### src/rtl/data_sram_bridge.sv
// Bridges the core's single-cycle data port onto a request/addr-ok/data-ok bus with one
// outstanding transaction, stalling the core until it finishes; a watchdog aborts hung accesses.
module data_sram_bridge #(
    parameter int TIMEOUT = 255
) (
    input  logic        clk,
    input  logic        reset,
    input  logic        cpu_en,
    input  logic [3:0]  cpu_wea,
    input  logic [31:0] cpu_addr,
    input  logic [31:0] cpu_wdata,
    output logic [31:0] cpu_rdata,
    output logic        cpu_stall,
    output logic        bus_req,
    output logic        bus_wr,
    output logic [3:0]  bus_wstrb,
    output logic [31:0] bus_addr,
    output logic [31:0] bus_wdata,
    input  logic        bus_addr_ok,
    input  logic        bus_data_ok,
    input  logic [31:0] bus_rdata,
    output logic        bus_err,
    output logic [1:0]  dbgState
);

    // Handshake: a request is accepted in any cycle where bus_req=1 and bus_addr_ok=1;
    // the transaction completes in the first cycle after (or with) acceptance where
    // bus_data_ok=1. bus_data_ok outside an accepted transaction carries no meaning.

    typedef enum logic [1:0] {
        IDLE = 2'd0,
        REQ  = 2'd1,
        WAIT = 2'd2,
        DONE = 2'd3
    } stateType;

    localparam int WDW = (TIMEOUT < 2) ? 1 : $clog2(TIMEOUT + 1);
    localparam logic [WDW-1:0] WD_LAST = WDW'((TIMEOUT > 0) ? TIMEOUT - 1 : 0);

    stateType       state;
    stateType       nextState;
    logic [WDW-1:0] wdCnt;
    logic           capture;
    logic           abort;
    logic           wdExpired;
    logic           startReq;

    assign dbgState  = state;
    assign startReq  = (state == IDLE) && cpu_en;
    // The counter holds cycles already spent in REQ/WAIT, so WD_LAST marks the final allowed one.
    assign wdExpired = (TIMEOUT != 0) && (wdCnt == WD_LAST);

    always_comb begin
        nextState = state;
        capture   = 1'b0;
        abort     = 1'b0;
        cpu_stall = 1'b0;
        bus_req   = 1'b0;
        case (state)
            IDLE: begin
                cpu_stall = cpu_en;
                if (cpu_en) begin
                    nextState = REQ;
                end
            end
            REQ: begin
                bus_req   = 1'b1;
                cpu_stall = 1'b1;
                if (bus_addr_ok && bus_data_ok) begin
                    capture   = 1'b1;
                    nextState = DONE;
                end else if (wdExpired) begin
                    abort     = 1'b1;
                    nextState = DONE;
                end else if (bus_addr_ok) begin
                    nextState = WAIT;
                end
            end
            WAIT: begin
                cpu_stall = 1'b1;
                if (bus_data_ok) begin
                    capture   = 1'b1;
                    nextState = DONE;
                end else if (wdExpired) begin
                    abort     = 1'b1;
                    nextState = DONE;
                end
            end
            DONE: begin
                nextState = IDLE;
            end
            default: begin
                nextState = IDLE;
            end
        endcase
        if (!reset) begin
            cpu_stall = 1'b0;
        end
    end

    always_ff @(posedge clk) begin
        if (!reset) begin
            state     <= IDLE;
            cpu_rdata <= '0;
            bus_wr    <= 1'b0;
            bus_wstrb <= '0;
            bus_addr  <= '0;
            bus_wdata <= '0;
            bus_err   <= 1'b0;
            wdCnt     <= '0;
        end else begin
            state <= nextState;
            if (startReq) begin
                bus_addr  <= cpu_addr;
                bus_wdata <= cpu_wdata;
                bus_wstrb <= cpu_wea;
                bus_wr    <= |cpu_wea;
                wdCnt     <= '0;
            end else if ((state == REQ) || (state == WAIT)) begin
                wdCnt <= wdCnt + WDW'(1);
            end
            if (capture && !bus_wr) begin
                cpu_rdata <= bus_rdata;
            end
            // An aborted load returns zero so the core never consumes stale data.
            if (abort) begin
                bus_err <= 1'b1;
                if (!bus_wr) begin
                    cpu_rdata <= '0;
                end
            end
        end
    end

endmodule
### config.mk
export PLATFORM = sky130hd
export DESIGN_NAME = data_sram_bridge
export DESIGN_NICKNAME = d
export VERILOG_FILES = /design/src/rtl/data_sram_bridge.sv
export SDC_FILE = /design/constraint.sdc
export NUM_CORES = 1
export LEC_CHECK = 0
export ABC_AREA = 1
export BUFFER_PORTS_ARGS = -buffer_cell sky130_fd_sc_hd__buf_2
export CAP_MARGIN = 10
export CORE_UTILIZATION = 40
export CTS_CLUSTER_DIAMETER = 120
export CTS_CLUSTER_SIZE = 28
export DETAILED_ROUTE_END_ITERATION = 8
export PLACE_DENSITY_LB_ADDON = 0.12
export SYNTH_ARGS = -nofsm -noshare
export SYNTH_HDL_FRONTEND = slang
export SYNTH_SLANG_ARGS = --single-unit
export TNS_END_PERCENT = 20
### constraint.sdc
create_clock -name clk -period 4.4 [get_ports clk]
set_clock_uncertainty 0.15 [all_clocks]
set_input_delay 0.88 -clock clk [delete_from_list [all_inputs] [get_ports clk]]
set_output_delay 0.88 -clock clk [all_outputs]
set_load 0.1 [all_outputs]
==> results of run 1 <==
-- metal layers --
layer  wire length, um  vias to the layer above
met1              4780                     1804
li1                  -                     2086
met5                 0                        -
met2              5130                      152
met4               326                        0
met3               824                       25
-- flip-flops by register name, summed over array words and instances (netlist names), named ones only --
signal / count
bus_addr: 32
bus_wdata: 32
cpu_rdata: 31
wdCnt: 8
bus_wstrb: 4
dbgState: 2
bus_err: 1
bus_wr: 1
-- worst max-delay path, delay by kind of cell, from the launching register on --
family	cells	cell delay [ns]
compound gates	1	0.23
flops	1	0.46
buf+inv	3	0.68
fa+ha+maj	1	0.37
-- synthesized netlist by cell type --
master    count  area, um2
o21ai_1       1       5.00
nand3_1       2       10.0
buf_6         3       33.8
a21oi_1       8       40.0
clkbuf_1     15       56.3
xor2_1        1       8.76
a221oi_1      1       8.76
or2_2         1       6.26
nand2_1      80        300
a21oi_2      31        272
a211oi_1      1       7.51
inv_1        13       48.8
nor3_2        1       10.0
inv_2         4       15.0
clkinv_2      1       5.00
a21o_1        1       7.51
buf_2         7       35.0
and3_1        1       6.26
nand4_1       1       6.26
buf_1         1       3.75
buf_12        3       60.1
nor3_1        2       10.0
dfxtp_1     112       2240
ha_1          8        100
o21ai_0      73        365
nand2_2       6       37.5
nor2_1      152        571
clkinv_4      1       8.76
buf_4         1       7.51
a21oi_4       1       16.3
nor2_4        2       22.5
-- cells by family (layout without fill, tap and decap cells) --
family | Yosys count | in the layout | share of synthesized area (%)
compound gates | 117 | 117 | 16.7
fa+ha+maj | 8 | 8 | 2.31
buf+inv | 49 | 249 | 6.33
xor+xnor | 1 | 1 | 0.202
flops | 112 | 112 | 51.8
simple gates | 248 | 248 | 22.6
-- stage by stage --
step / total power, W / hold slack [ns]
after detailed placement: 0.00371 / 0.302
after CTS: 0.00436 / 0.318
final: 0.00433 / 0.317
after global placement: 0.00368 / 0.298
after floorplan: 0.00335 / 0.286
after global routing: 0.00454 / 0.338
-- worst paths after layout --
kind,endpoint,slack [ns],depth (start not counted),from
max reg2reg,wdCnt[6]$_SDFFE_PP0N_,1.73,9,dbgState[0]$_SDFFE_PN0P_
min reg2reg,cpu_rdata[0]$_SDFF_PN0_,0.32,2,cpu_rdata[0]$_SDFF_PN0_
max,cpu_stall,1.25,5,dbgState[0]$_SDFFE_PN0P_
min,cpu_rdata[0]$_SDFF_PN0_,0.32,2,cpu_rdata[0]$_SDFF_PN0_
-- layout make-up --
cell class,count,area share (%)
Inverter,19,1.39
Tap cell,136,3.04
Timing Repair Buffer,214,19.3
Multi-Input combinational cell,374,32.5
Sequential cell,112,40.0
Clock inverter,6,1.32
Clock buffer,10,2.46
-- power groups by stage --
stage | registers, W | clock network, W | logic (W)
6_report | 0.00132 | 0.000648 | 0.00235
5_1_grt | 0.00135 | 0.000705 | 0.00248
2_1_floorplan | 0.00274 | 0 | 0.000613
4_1_cts | 0.00132 | 0.000669 | 0.00237
3_3_place_gp | 0.00134 | 0 | 0.00235
3_5_place_dp | 0.00135 | 0 | 0.00236
==> results by group, run 1 <==
Setup path
  – WP data required: 3.37 ns
  – Critical Path, Cell by Cell: inv_1 > ha_1 > inv_2 > a211oi_2 > buf_2
  – CP Class: reg -> out
  – CP endpoint kind: output port
  – Crit path launch type: flop
  – Critical path peak fanout: 7
  – Critical Path Max Stage Delay: 0.47 ns
  – Critical path's slowest cell: buf_2
  – Arrival time worst endpoint: 2.12 ns

Layout
  – Most common cell after layout, fill and taps aside: buf_2
  – Multi-input gate area: 1820 um2
  – Share of layout cells above drive strength 1: 38.1%
  – Most frequent cells in the layout: buf_2 (210), nor2_1 (152), dfxtp_1 (112)
  – Core Util, Final: 53.8%
  – Fillers: 1027
  – Non-filler instance count after layout: 871
  – Reg area: 2240 um2
  – Layout area overhead: 29.4%
  – Antenna Cells: 0
  – Post-layout nets: 843
  – Design area: 5600 um2

Power
  – Internal: 0.00188 W
  – Sw frac: 56.6%
  – Lkg Pwr: 2.66 nW
  – Net Sw Power: 0.00245 W
  – VDD IR-drop max: 0.497 mV
  – Combinational share of power: 54.4%
  – Power per Cell Area: 772 nW/um2
  – Reg power frac: 30.6%
  – Clock network fraction of total power: 15.0%

Clock network
  – H-tree depth: 3
  – Post-CTS Setup Inserts: 0
  – CTS resizes: 0
  – Maximum clock path buffer count: 2
  – Root Driver: clkbuf_8
  – Clock Latency Late Sink: 0.37 ns
  – CTS tree: done
  – # clock sinks: 112
  – CTS Hold Bufs: 0
  – TritonCTS buffer count: 9
  – Clk slew on worst S/H paths: 0.11 ns

Placed design
  – Placed cells: 855
  – Area after DPL: 5390 um2
  – RePlAce Congestion: 0.756
  – Port bufs: 210
  – HPWL after detailed placement: 7820 um
  – DP Worst Slack: 1.53 ns

Die
  – Die height: 106 um
  – # IOs: 211
  – Core box area: 10400 um2
  – Rows: 37
  – Initial Utilization: 41.5%
  – Die area: 11200 um2
  – Die W: 106 um

Global route
  – Total grt overflow: 0
  – Number of global-route vias before repair: 3739
  – First-pass GRT wire length: 17600 um
  – Initial antenna violation count: 0
  – Met3 usage: 6.07%
  – GRT Resource Usage Total: 19.5%
  – Met1 Usage GRT: 23.1%
  – GR peak layer: met2
  – Largest net degree at the start of global routing: 71
  – Grt met2 use: 32.2%

STA
  – RSZ-0062 raised after global routing: no
  – Setup ws final: 1.25 ns
  – Crit path time final: 3.15 ns
  – Slew headroom: 52.7%
  – Setup TNS Final: 0 ns
  – Hold Vio Cnt, Final: 0
  – Max Slew Vio Count: 0
  – Fmax: 318 MHz
  – Tcrit/Tclk final: 71.6%
  – Final setup vio count: 0
  – Least-Margin Pin Slew: 0.709 ns

Detailed routing
  – Drt pass-1 iters: 4
  – DR DRC count: 0
  – Vias per inst: 4.67
  – Routed wire length: 11100 um
  – Wire per inst: 12.7 um
  – Antenna Nets Post-Route: 0
  – Via count: 4067
  – 1st-iter DRT viols: 202

Synth
  – Post-synthesis sequential area ratio: 51.8%
  – Post-synthesis cell type count: 31
  – Post-Synthesis Cell Area: 4330 um2
  – Synthesized Nets: 648
  – Ys Warns: 0
  – Synth Instances: 535
  – Synth Register Bits: 112
  – Avg Inst Size Synth: 8.09 um2

Job
  – MaxCap Viol Count: 0

Min path
  – HP Class: reg -> reg

Status
  – Status: complete, no violations
Power figures use the tool's default switching activity.
==> run 2, diff against run 1 <==
==> constraint.sdc (replaced) <==
create_clock -name clk -period 2.6 [get_ports clk]
set_clock_uncertainty 0.15 [all_clocks]
set_input_delay 0.52 -clock clk [delete_from_list [all_inputs] [get_ports clk]]
set_output_delay 0.52 -clock clk [all_outputs]
set_load 0.1 [all_outputs]
==> results by group, run 2 (synthesis gave the netlist of run 1 again) <==
Die
  – # IOs: 211
  – Initial Utilization: 41.5%
  – Rows: 37
  – Core box area: 10400 um2
  – Die W: 106 um
  – Die area: 11200 um2
  – Die height: 106 um

STA
  – Slew headroom: 62.1%
  – Least-Margin Pin Slew: 0.568 ns
  – Setup TNS Final: 0 ns
  – Crit path time final: 2.33 ns
  – Final setup vio count: 0
  – Tcrit/Tclk final: 89.4%
  – RSZ-0062 raised after global routing: no
  – Fmax: 430 MHz
  – Hold Vio Cnt, Final: 0
  – Max Slew Vio Count: 0

Setup path
  – Worst r2r src: dbgState[1]$_SDFFE_PN0P_
  – Reg2Reg Depth: 9
  – WP data required: 1.93 ns
  – Arrival time worst endpoint: 1.66 ns
  – R2R setup slack: 0.66 ns
  – Crit path launch type: flop
  – CP Class: reg -> out
  – CP endpoint kind: output port
  – Critical path peak fanout: 6

Detailed routing
  – Via count: 4063
  – 1st-iter DRT viols: 252
  – DR DRC count: 0
  – Antenna Nets Post-Route: 0
  – Wire per inst: 12.6 um
  – Routed wire length: 11000 um
  – Vias per inst: 4.66
  – Drt pass-1 iters: 4

Placed design
  – Placed cells: 856
  – RePlAce Congestion: 0.785
  – Port bufs: 210
  – HPWL after detailed placement: 7830 um

Global route
  – Total grt overflow: 0
  – Largest net degree at the start of global routing: 70
  – Initial antenna violation count: 0
  – First-pass GRT wire length: 18200 um
  – Number of global-route vias before repair: 3936
  – GRT Resource Usage Total: 20.1%

Min path
  – WHS Path Cells: 3
  – Hold path endpoint: bus_wdata[28]$_SDFFE_PN0P_
  – HP Class: in -> reg
  – Worst Hold Launch: cpu_wdata[28]

Clock network
  – CTS tree: done
  – Clock Latency Late Sink: 0.36 ns
  – # clock sinks: 112
  – Clk slew on worst S/H paths: 0.11 ns
  – Post-CTS Setup Inserts: 0
  – Maximum clock path buffer count: 2
  – TritonCTS buffer count: 9
  – H-tree depth: 3
  – CTS resizes: 0
  – Root Driver: clkbuf_8
  – CTS Hold Bufs: 0

Job
  – MaxCap Viol Count: 0

Layout
  – Antenna Cells: 0
  – Non-filler instance count after layout: 872
  – Most frequent cells in the layout: buf_2 (209), nor2_1 (152), dfxtp_1 (110)
  – Post-layout nets: 844
  – Top flop regs: bus_addr (32), bus_wdata (32), cpu_rdata (31)
  – Layout area overhead: 30.9%
  – Most common cell after layout, fill and taps aside: buf_2
  – Core Util, Final: 54.4%
  – Share of layout cells above drive strength 1: 38.9%

Power
  – Internal: 0.00325 W
  – Net Sw Power: 0.00416 W
  – Reg power frac: 30.3%
  – Lkg Pwr: 2.67 nW
  – Design Power: 0.00741 W
  – Clock network fraction of total power: 14.8%
  – Combinational share of power: 54.9%
  – VDD IR-drop max: 0.685 mV
  – Sw frac: 56.2%
  – Power per Cell Area: 1310 nW/um2

Status
  – Status: complete, no violations
-- run 2: cell type report --
type | instances | area, um2
multi-input cells | 374 | 1840
clock buffers | 10 | 138
inverters | 19 | 77.6
clock inverters | 6 | 72.6
flip-flops and latches | 112 | 2250
well taps | 136 | 170
repair buffers | 215 | 1120
fillers | 1015 | 4750
-- run 2: how the worst max path moves through the flow --
stage | slack, ns | cells past startpoint | to | from
final | 0.27 | 5 | cpu_stall | dbgState[1]$_SDFFE_PN0P_
after CTS | 0.25 | 5 | cpu_stall | dbgState[1]$_SDFFE_PN0P_
after global routing | 0.20 | 5 | cpu_stall | dbgState[1]$_SDFFE_PN0P_
after floorplan | 0.004 | 5 | cpu_stall | dbgState[1]$_SDFFE_PN0P_
after global placement | 0.62 | 4 | cpu_stall | reset
after detailed placement | 0.62 | 4 | cpu_stall | reset
-- run 2: layer usage --
| metal | up-vias | share of wire [%] | wire length [um] | track usage, % |
|---|---|---|---|---|
| li1 | 2086 | - | - | - |
| met1 | 1819 | 43 | 4680 | 23.6 |
| met2 | 142 | 48 | 5290 | 34.8 |
| met3 | 16 | 7.8 | 854 | 6.81 |
| met4 | 0 | 1.6 | 176 | 5.65 |
| met5 | - | 0 | 0 | 0 |
-- run 2: power by group through the flow --
stage / Combinational (W) / Clock, W / Sequential (W)
after floorplan: 0.00107 / 0 / 0.00465
after global placement: 0.00407 / 0 / 0.00227
after detailed placement: 0.00409 / 0 / 0.00228
after CTS: 0.00410 / 0.00113 / 0.00225
after global routing: 0.00431 / 0.00120 / 0.00229
final: 0.00407 / 0.00109 / 0.00225
-- run 2: worst max-delay path, cell delays in order (launching register included) --
cell      delay (ns)
dfxtp_4         0.39
inv_2           0.07
ha_4            0.28
inv_2           0.08
a211oi_4        0.25
buf_12          0.21
-- run 2: metrics by stage --
stage | cell area [um2] | hold WS, ns | setup WS, ns
3_5_place_dp | 5450 | 0.301 | 0.616
5_1_grt | 5660 | 0.224 | 0.199
2_1_floorplan | 4360 | 0.286 | 0.00374
3_3_place_gp | 5450 | 0.298 | 0.617
6_report | 5660 | 0.242 | 0.274
4_1_cts | 5660 | 0.224 | 0.252
==> run 3, diff against run 2 <==
--- a/config.mk
+++ b/config.mk
@@ -6,12 +6,12 @@
 export NUM_CORES = 1
 export LEC_CHECK = 0
 export ABC_AREA = 1
-export BUFFER_PORTS_ARGS = -buffer_cell sky130_fd_sc_hd__buf_2
 export CAP_MARGIN = 10
 export CORE_UTILIZATION = 40
 export CTS_CLUSTER_DIAMETER = 120
 export CTS_CLUSTER_SIZE = 28
 export DETAILED_ROUTE_END_ITERATION = 8
+export DONT_BUFFER_PORTS = 1
 export PLACE_DENSITY_LB_ADDON = 0.12
 export SYNTH_ARGS = -nofsm -noshare
 export SYNTH_HDL_FRONTEND = slang
==> results by group, run 3 (synthesis gave the netlist of run 1 again) <==
Power
  – Lkg Pwr: 2.25 nW
  – VDD IR-drop max: 0.601 mV
  – Power per Cell Area: 1390 nW/um2
  – Design Power: 0.00748 W

STA
  – Final setup vio count: 0
  – Fmax: 394 MHz
  – RSZ-0062 raised after global routing: yes
  – Tcrit/Tclk final: 97.6%
  – Slew headroom: 71.3%
  – Hold Vio Cnt, Final: 0
  – Crit path time final: 2.54 ns
  – Least-Margin Pin Slew: 0.430 ns
  – Max Slew Vio Count: 0
  – Min Hold Slack: 0.131 ns
  – Setup TNS Final: 0 ns

Global route
  – GRT Resource Usage Total: 18.8%
  – First-pass GRT wire length: 16700 um
  – Total grt overflow: 0
  – Number of global-route vias before repair: 3377
  – Initial antenna violation count: 0
  – Largest net degree at the start of global routing: 71

Clock network
  – CTS Hold Bufs: 0
  – Clk slew on worst S/H paths: 0.10 ns
  – # clock sinks: 112
  – H-tree depth: 3
  – Root Driver: clkbuf_8
  – TritonCTS buffer count: 9
  – Maximum clock path buffer count: 2
  – Clock Latency Late Sink: 0.36 ns
  – CTS tree: done

Setup path
  – Reg2Reg Depth: 10
  – Worst r2r src: dbgState[0]$_SDFFE_PN0P_
  – CP Class: reg -> out
  – Critical Path Max Stage Delay: 0.60 ns
  – R2R setup slack: 0.32 ns
  – WP buf/inv: 3
  – WP data required: 1.93 ns
  – CP endpoint kind: output port
  – Crit path launch type: flop
  – Critical path's slowest cell: dfxtp_4
  – Arrival time worst endpoint: 1.87 ns
  – Delay-heaviest family, CP: flip-flops
  – Critical path peak fanout: 7
  – Critical Path, Cell by Cell: inv_4 > ha_4 > inv_6 > a211oi_4 > buf_12

Die
  – # IOs: 211
  – Core box area: 10400 um2
  – Die area: 11200 um2
  – Initial Utilization: 41.5%
  – Die W: 106 um
  – Die height: 106 um
  – Rows: 37

Layout
  – Layout area overhead: 24.4%
  – Post-layout nets: 740
  – Most common cell after layout, fill and taps aside: nor2_1
  – Most frequent cells in the layout: nor2_1 (152), dfxtp_1 (110), buf_4 (110)
  – Antenna Cells: 0
  – Top flop regs: bus_addr (32), bus_wdata (32), cpu_rdata (31)
  – Share of layout cells above drive strength 1: 28.5%

Min path
  – Hold path endpoint: dbgState[1]$_SDFFE_PN0P_
  – WHS Path Cells: 2
  – Worst Hold Launch: reset
  – HP Class: in -> reg

Placed design
  – Port bufs: 0
  – HPWL after detailed placement: 7530 um
  – RePlAce Congestion: 0.797

Detailed routing
  – Via count: 3671
  – Vias per inst: 4.78
  – Drt pass-1 iters: 4
  – Antenna Nets Post-Route: 0
  – Routed wire length: 10500 um
  – Wire per inst: 13.7 um
  – DR DRC count: 0
  – 1st-iter DRT viols: 264

Job
  – MaxCap Viol Count: 0

Status
  – Status: complete, no violations
-- run 3: changes by cell type in the layout (fill, tap and decap cells not counted), sizes merged --
cell and change:
buf -104, clkbuf +1, clkinvlp +2, inv -3
-- run 3: worst max-delay path by stage --
stage | startpoint | endpoint | slack, ns | cells past startpoint
4_1_cts | dbgState[0]$_SDFFE_PN0P_ | cpu_stall | 0.007 | 5
2_1_floorplan | dbgState[1]$_SDFFE_PN0P_ | cpu_stall | 0.004 | 5
5_1_grt | dbgState[0]$_SDFFE_PN0P_ | cpu_stall | -0.008 | 5
3_5_place_dp | dbgState[1]$_SDFFE_PN0P_ | cpu_stall | 0.37 | 5
3_3_place_gp | dbgState[1]$_SDFFE_PN0P_ | cpu_stall | 0.39 | 5
6_report | dbgState[0]$_SDFFE_PN0P_ | cpu_stall | 0.06 | 5
-- run 3: area by class of cell --
class	instances	area (um2)
fillers	1046	5030
inverters	19	90.1
repair buffers	111	846
flip-flops and latches	112	2250
multi-input cells	374	1840
clock inverters	5	56.3
well taps	136	170
clock buffers	11	131
-- run 3: metal layers --
layer / track usage [%] / share of wire (%)
met1: 21.7 / 41
met5: 0 / 0
met4: 8.23 / 2.1
met3: 6.99 / 9.9
met2: 31.0 / 47
-- run 3: worst reg2reg max path, cell delays in order (launching register included) --
cell and delay, ns:
dfxtp_4 0.60, inv_4 0.08, ha_4 0.31, inv_6 0.04, buf_4 0.13, nor3_2 0.16
nand2_2 0.08, clkinv_2 0.31, nand2_1 0.11, o21ai_0 0.16, nor2_1 0.05
-- run 3: power by group --
| part | switching, W | internal (W) | leakage (nW) |
|---|---|---|---|
| clock | 0.000565 | 0.000446 | 0.0899 |
| sequential | 0.000228 | 0.00206 | 0.920 |
| combinational | 0.00333 | 0.000849 | 1.24 |
-- run 3: repair_timing --
item | 4_1_cts | 5_1_grt
setup endpoints to repair | 1 | 1
setup buffers | 0 | 2
resized for setup | 4 | 4
pin swaps | 0 | 2
-- run 3: stage by stage --
| step | area [um2] | utilization, % | std cells | setup WS [ns] |
|---|---|---|---|---|
| 2_1_floorplan | 4360 | - | 535 | 0.00374 |
| 3_3_place_gp | 5150 | 49.5 | 750 | 0.390 |
| 3_5_place_dp | 5150 | 49.5 | 750 | 0.365 |
| 4_1_cts | 5360 | 51.4 | 766 | 0.00749 |
| 5_1_grt | 5380 | 51.7 | 768 | -0.00800 |
| 6_report | 5380 | 51.7 | 768 | 0.0636 |
